`src/rtl/gray_pkg.sv`:
```
// ---------------------------------------------------------------------------
// gray_pkg
// Shared definitions for the Gray-code monitor slice:
//   state_t        : monitor FSM states with a fixed 2-bit encoding
//   GRAY_W         : width of the Gray code / binary sample
//   WRAP_W_DEFAULT : default width of the wrap counter
// ---------------------------------------------------------------------------
package gray_pkg;

  localparam int GRAY_W         = 3;
  localparam int WRAP_W_DEFAULT = 8;

  typedef enum logic [1:0] {
    UNLOCK = 2'd0,
    TRACK  = 2'd1,
    FAULT  = 2'd2
  } state_t;

endpackage : gray_pkg

```
`src/rtl/gray2bin.sv`:
```
// ---------------------------------------------------------------------------
// gray2bin
// Purely combinational GRAY_W-bit Gray-to-binary converter.
// Ports:
//   Gray : input  [GRAY_W-1:0]  Gray-coded value
//   Bin  : output [GRAY_W-1:0]  binary equivalent
// ---------------------------------------------------------------------------
module gray2bin
  import gray_pkg::*;
(
  input  logic [GRAY_W-1:0] Gray,
  output logic [GRAY_W-1:0] Bin
);

  // Each binary bit is the XOR of all Gray bits at or above its position.
  assign Bin[2] = Gray[2];
  assign Bin[1] = Gray[2] ^ Gray[1];
  assign Bin[0] = Gray[2] ^ Gray[1] ^ Gray[0];

endmodule : gray2bin

```
`src/rtl/gray_monitor.sv`:
```
// ---------------------------------------------------------------------------
// gray_monitor
// Watches a 3-bit Gray code from an upstream up-counter, tracks its binary
// value, flags any illegal transition (sticky until Clear) and counts 7->0
// wraps with a saturating counter.
// Ports:
//   Clk       : input            clock, rising edge
//   Reset     : input            asynchronous, active-high
//   Valid     : input            sample strobe; nothing changes when low
//   Gray      : input  [2:0]     Gray sample
//   Clear     : input            leave FAULT and relock (sampled with Valid)
//   Bin       : output [2:0]     binary value of last accepted sample
//   Locked    : output           high while in TRACK
//   Error     : output           high while in FAULT
//   WrapCount : output [WRAP_W]  saturating count of 7->0 wraps
// ---------------------------------------------------------------------------
module gray_monitor
  import gray_pkg::*;
#(
  parameter int WRAP_W = WRAP_W_DEFAULT
) (
  input  logic              Clk,
  input  logic              Reset,
  input  logic              Valid,
  input  logic [GRAY_W-1:0] Gray,
  input  logic              Clear,
  output logic [GRAY_W-1:0] Bin,
  output logic              Locked,
  output logic              Error,
  output logic [WRAP_W-1:0] WrapCount
);

  state_t            state;
  logic [GRAY_W-1:0] bin_in;

  gray2bin u_gray2bin (
    .Gray (Gray),
    .Bin  (bin_in)
  );

  // Locked/Error are registered alongside the state so they always equal
  // the decode of the state register without a combinational output path.
  // NOTE: every register here uses <= so all updates see pre-edge values.
  always_ff @(posedge Clk or posedge Reset) begin
    if (Reset) begin
      state     <= UNLOCK;
      Bin       <= '0;
      Locked    <= 1'b0;
      Error     <= 1'b0;
      WrapCount <= '0;
    end else if (Valid) begin
      // Valid=0 freezes everything, including a pending Clear in FAULT.
      unique case (state)
        UNLOCK: begin
          Bin    <= bin_in;
          state  <= TRACK;
          Locked <= 1'b1;
        end
        TRACK: begin
          if (bin_in != Bin) begin
            if (bin_in == Bin + GRAY_W'(1)) begin
              Bin <= bin_in;
              // A legal step out of the top value is a wrap.
              if (Bin == '1 && WrapCount != '1)
                WrapCount <= WrapCount + WRAP_W'(1);
            end else begin
              state  <= FAULT;
              Locked <= 1'b0;
              Error  <= 1'b1;
            end
          end
        end
        FAULT: begin
          if (Clear) begin
            state <= UNLOCK;
            Error <= 1'b0;
          end
        end
        default: begin
          state  <= UNLOCK;
          Locked <= 1'b0;
          Error  <= 1'b0;
        end
      endcase
    end
  end

endmodule : gray_monitor

```
`config.mk`:
```
export PLATFORM = sky130hd
export DESIGN_NAME = gray_monitor
export DESIGN_NICKNAME = d
export VERILOG_FILES = /design/src/rtl/gray_pkg.sv /design/src/rtl/gray2bin.sv /design/src/rtl/gray_monitor.sv
export SDC_FILE = /design/constraint.sdc
export NUM_CORES = 1
export LEC_CHECK = 0
export ABC_CLOCK_PERIOD_IN_PS = 2800
export BUFFER_PORTS_ARGS = -buffer_cell sky130_fd_sc_hd__buf_2
export CAP_MARGIN = 20
export CORE_UTILIZATION = 35
export DETAILED_ROUTE_END_ITERATION = 10
export MAX_ROUTING_LAYER = met4
export PLACE_DENSITY = 0.59
export SETUP_SLACK_MARGIN = 0.4
export SKIP_CTS_REPAIR_TIMING = 1
export SLEW_MARGIN = 20
export SYNTH_ARGS = -nofsm -noshare
export SYNTH_HDL_FRONTEND = slang
export SYNTH_SLANG_ARGS = --single-unit
```
`constraint.sdc`:
```
create_clock -name Clk -period 2.8 [get_ports Clk]
set_input_delay 0.14 -clock Clk [delete_from_list [all_inputs] [get_ports Clk]]
set_output_delay 0.14 -clock Clk [all_outputs]
set_load 0.005 [all_outputs]
```
==> metrics.md <==
| Metric | Value |
|---|---|
| Clock transition at the registers of the reported paths | `roughly 0.090 ns` |
| RSZ-0062 raised after global routing | `false` |
| FF+latch count, synth | `15` |
| WS Path Type | `flip-flop to flip-flop` |
| Starting density of the core | `0.385` |
| Synthesized area | `883 um2` |
| Pre-antenna DRT Iters | `4` |
| Worst-Skew Late Latency | `0.28 ns` |
| Proportion of layout cells with a drive suffix above 1 | `0.367` |
| Pwr Density | `806 mW/mm2` |
| Worst Setup End Kind | `flip-flop` |
| Crit-path max FO | `4` |
| Vias in the first global route | `554` |
| CP cell instances | `ha_1, ha_1, or4b_4, mux2i_4, and2_4, o21ai_4, mux2_4` |
| I/O Pins | `20` |
| Critical path's top delay family | `simple AND/OR/NAND/NOR gates` |
| Fin crit share | `0.836` |
| Worst Clk Skew | `0.00137 ns` |
| CP dominant cell by count | `ha_1` |
| Root Buffer | `clkbuf_4` |
| DR WL/cell | `11.9 um` |
| Starting DRT DRC Count | `3` |
| Fin. Hold Viols | `0` |
| Synthesized instance count | `74` |
| CORE AREA | `~0.0023 mm2` |
| Drc violations | `0` |
| TritonCTS Sinks | `15` |
| CTS buffer count | `3` |
| Global-route wire length before repair | `2.56 mm` |
| Worst slew pin tran | `between 0.5 and 0.6 ns` |
| WL final | `roughly 1.5 mm` |
| Place WS | `approximately 0.47 ns` |
| CP peak stage delay | `~0.50 ns` |
| Total Nets Final | `109` |
| ANT nets after route | `0` |
| Max-slew violations | `0` |
| Initial antenna violation count | `0` |
| Final setup fails | `0` |
| ANT cells | `0` |
| Via density | `~4.9` |
| CTS tree | `done` |
| Die X | `52.2 um` |
| Leak Pwr | `slightly above 0.5 nW` |
| Setup TNS | `0 ns` |
| Final core utilization | `0.457` |
| Avg Cell Area, Syn | `11.9 um2` |
| Worst Hold Class | `input pin to flip-flop` |
| Number of synthesized flops with an enable pin | `0` |
| DIE HEIGHT | `52.2 um` |
| Largest net degree at the start of global routing | `16` |
| CP max-delay cell | `or4b_4` |
| Fin cells | `126` |
| Slew Limit Headroom | `0.616` |
| WP data required | `a little under 3 ns` |
| Layout overhead on the synthesized area | `18.8%` |
| Max-Cap Viols | `0` |
| CP bufs+invs | `0` |
| GP Congestion | `0.728` |
| Cell variety after synth | `30` |
| Final Critical Period | `2.34 ns` |
| Register area share after synthesis | `0.425` |
| Via count | `between 600 and 700` |
| Max VDD drop | `0.448 mV` |
| Syn nets | `84` |
| Row count | `17` |
| Fmax achieved | `between 400 and 500 MHz` |
| Post-DP HPWL | `1.18 mm` |
| Fraction of registers with async set/reset | `1.00` |
| GRT Total Usage | `0.135` |
| Worst path arrival time | `between 2 and 3 ns` |
| Gr ovfl total | `0` |
| Htree depth | `1` |
| Setup slack after layout | `0.460 ns` |
| Maximum clock path buffer count | `2` |
| Status | `completed` |
| Ys Warns | `0` |
| Die area | `roughly 0.0027 mm2` |
| IO buf count | `19` |
| Most used DFF post-synth | `dfrtp_1` |
| Placed Cells incl. Taps | `around 120` |
| CP Launch Type | `flip-flop` |
-- metal layers --
metal  track usage  wire length, um  vias up
met2         0.190              655       13
met3        0.0522               79        2
met4        0.0395               12        0
met5             -                0        -
li1              -                -      309
met1         0.180              750      297
-- registers in the layout, indices dropped and copies added, names as in the netlist --
| register | cells |
|---|---|
| Bin | 3 |
| state | 2 |
| Locked | 1 |
| Error | 1 |
| WrapCount | 8 |
-- worst paths after layout --
path,start,endpoint,slack (ns),cells after the start
max in group asynchronous,Reset,Error$_DFFE_PP0P_,1.98,3
min in group asynchronous,Reset,Locked$_DFFE_PP0P_,0.45,3
setup reg to reg,Bin[0]$_DFFE_PP0P_,Bin[1]$_DFFE_PP0P_,0.46,7
hold reg to reg,WrapCount[6]$_DFFE_PP0P_,WrapCount[6]$_DFFE_PP0P_,0.50,1
setup / recovery,Bin[0]$_DFFE_PP0P_,Bin[1]$_DFFE_PP0P_,0.46,7
hold / removal,Clear,Error$_DFFE_PP0P_,0.15,3
-- report_power, final --
group | leakage, nW | switching [W] | internal (W)
clock network | 0.0150 | 0.0000668 | 0.0000553
logic | 0.302 | 0.000174 | 0.000211
registers | 0.189 | 0.0000659 | 0.000273
-- worst register-to-register path, stage by stage (launching register included) --
cell     delay, ns
dfrtp_1       0.43
ha_1          0.22
ha_1          0.29
or4b_4        0.50
mux2i_4       0.22
and2_4        0.19
o21ai_4       0.07
mux2_4        0.31
-- cells by family (layout without fill, tap and decap cells) --
group	after synthesis	count (layout)	share of synthesized area
DFF	15	15	0.425
muxes	6	6	0.101
AOI/OAI and AO/OA	10	10	0.0921
xor gates and xnor gates	13	13	0.146
buffers and inverters	3	27	0.0127
adders and majority gates	3	3	0.0425
and+or+nand+nor	24	24	0.181
-- synthesized netlist by cell type (2+ instances only) --
cell type	number	area, um2
nor3_2	3	30.0
nand3_1	4	20.0
ha_1	3	37.5
xnor2_1	5	43.8
a21oi_1	2	10.0
mux2_4	3	45.0
dfrtp_1	15	375
inv_1	3	11.3
nor2_1	5	18.8
a31oi_1	3	18.8
xor2_1	6	52.6
nand2_1	4	15.0
-- cells in the final DEF, fill, tap and decap left out --
cell type       n
buf_2          19
dfrtp_1        15
xor2_1          6
nor2_1          5
xnor2_1         5
nand2_1         4
nand3_1         4
a31oi_1         3
mux2_4          3
inv_1           3
nor3_2          3
ha_1            3
clkbuf_4        3
a21oi_1         2
and2_2          1
mux2i_1         1
xor2_2          1
xnor2_2         1
or2b_1          1
o31a_1          1
or2_1           1
nand4b_1        1
or4b_4          1
mux2i_4         1
and2_4          1
o21ai_4         1
nand4_1         1
o311a_1         1
nand3_4         1
a22o_1          1
o2bb2ai_1       1
mux2_1          1
clkbuf_1        1
dlygate4sd3_1   1
-- final cells by class --
cell class	count	area [um2]
fill	230	1250
multi-input combinational	56	497
sequential	15	375
timing repair buffer	20	105
tap	28	35.0
clock buffer	4	26.3
inverter	3	11.3
-- through the flow --
| stage | cell area, um2 | total power, W | hold WS [ns] |
|---|---|---|---|
| detailed placement | 1010 | 0.000735 | 0.238 |
| finish | 1050 | 0.000846 | 0.154 |
| global placement | 1010 | 0.000726 | 0.241 |
| CTS | 1040 | 0.000863 | -0.0766 |
| global route | 1050 | 0.000911 | 0.148 |
| floorplan | 883 | 0.000631 | 0.0415 |
(Power assumes the default switching activity.)
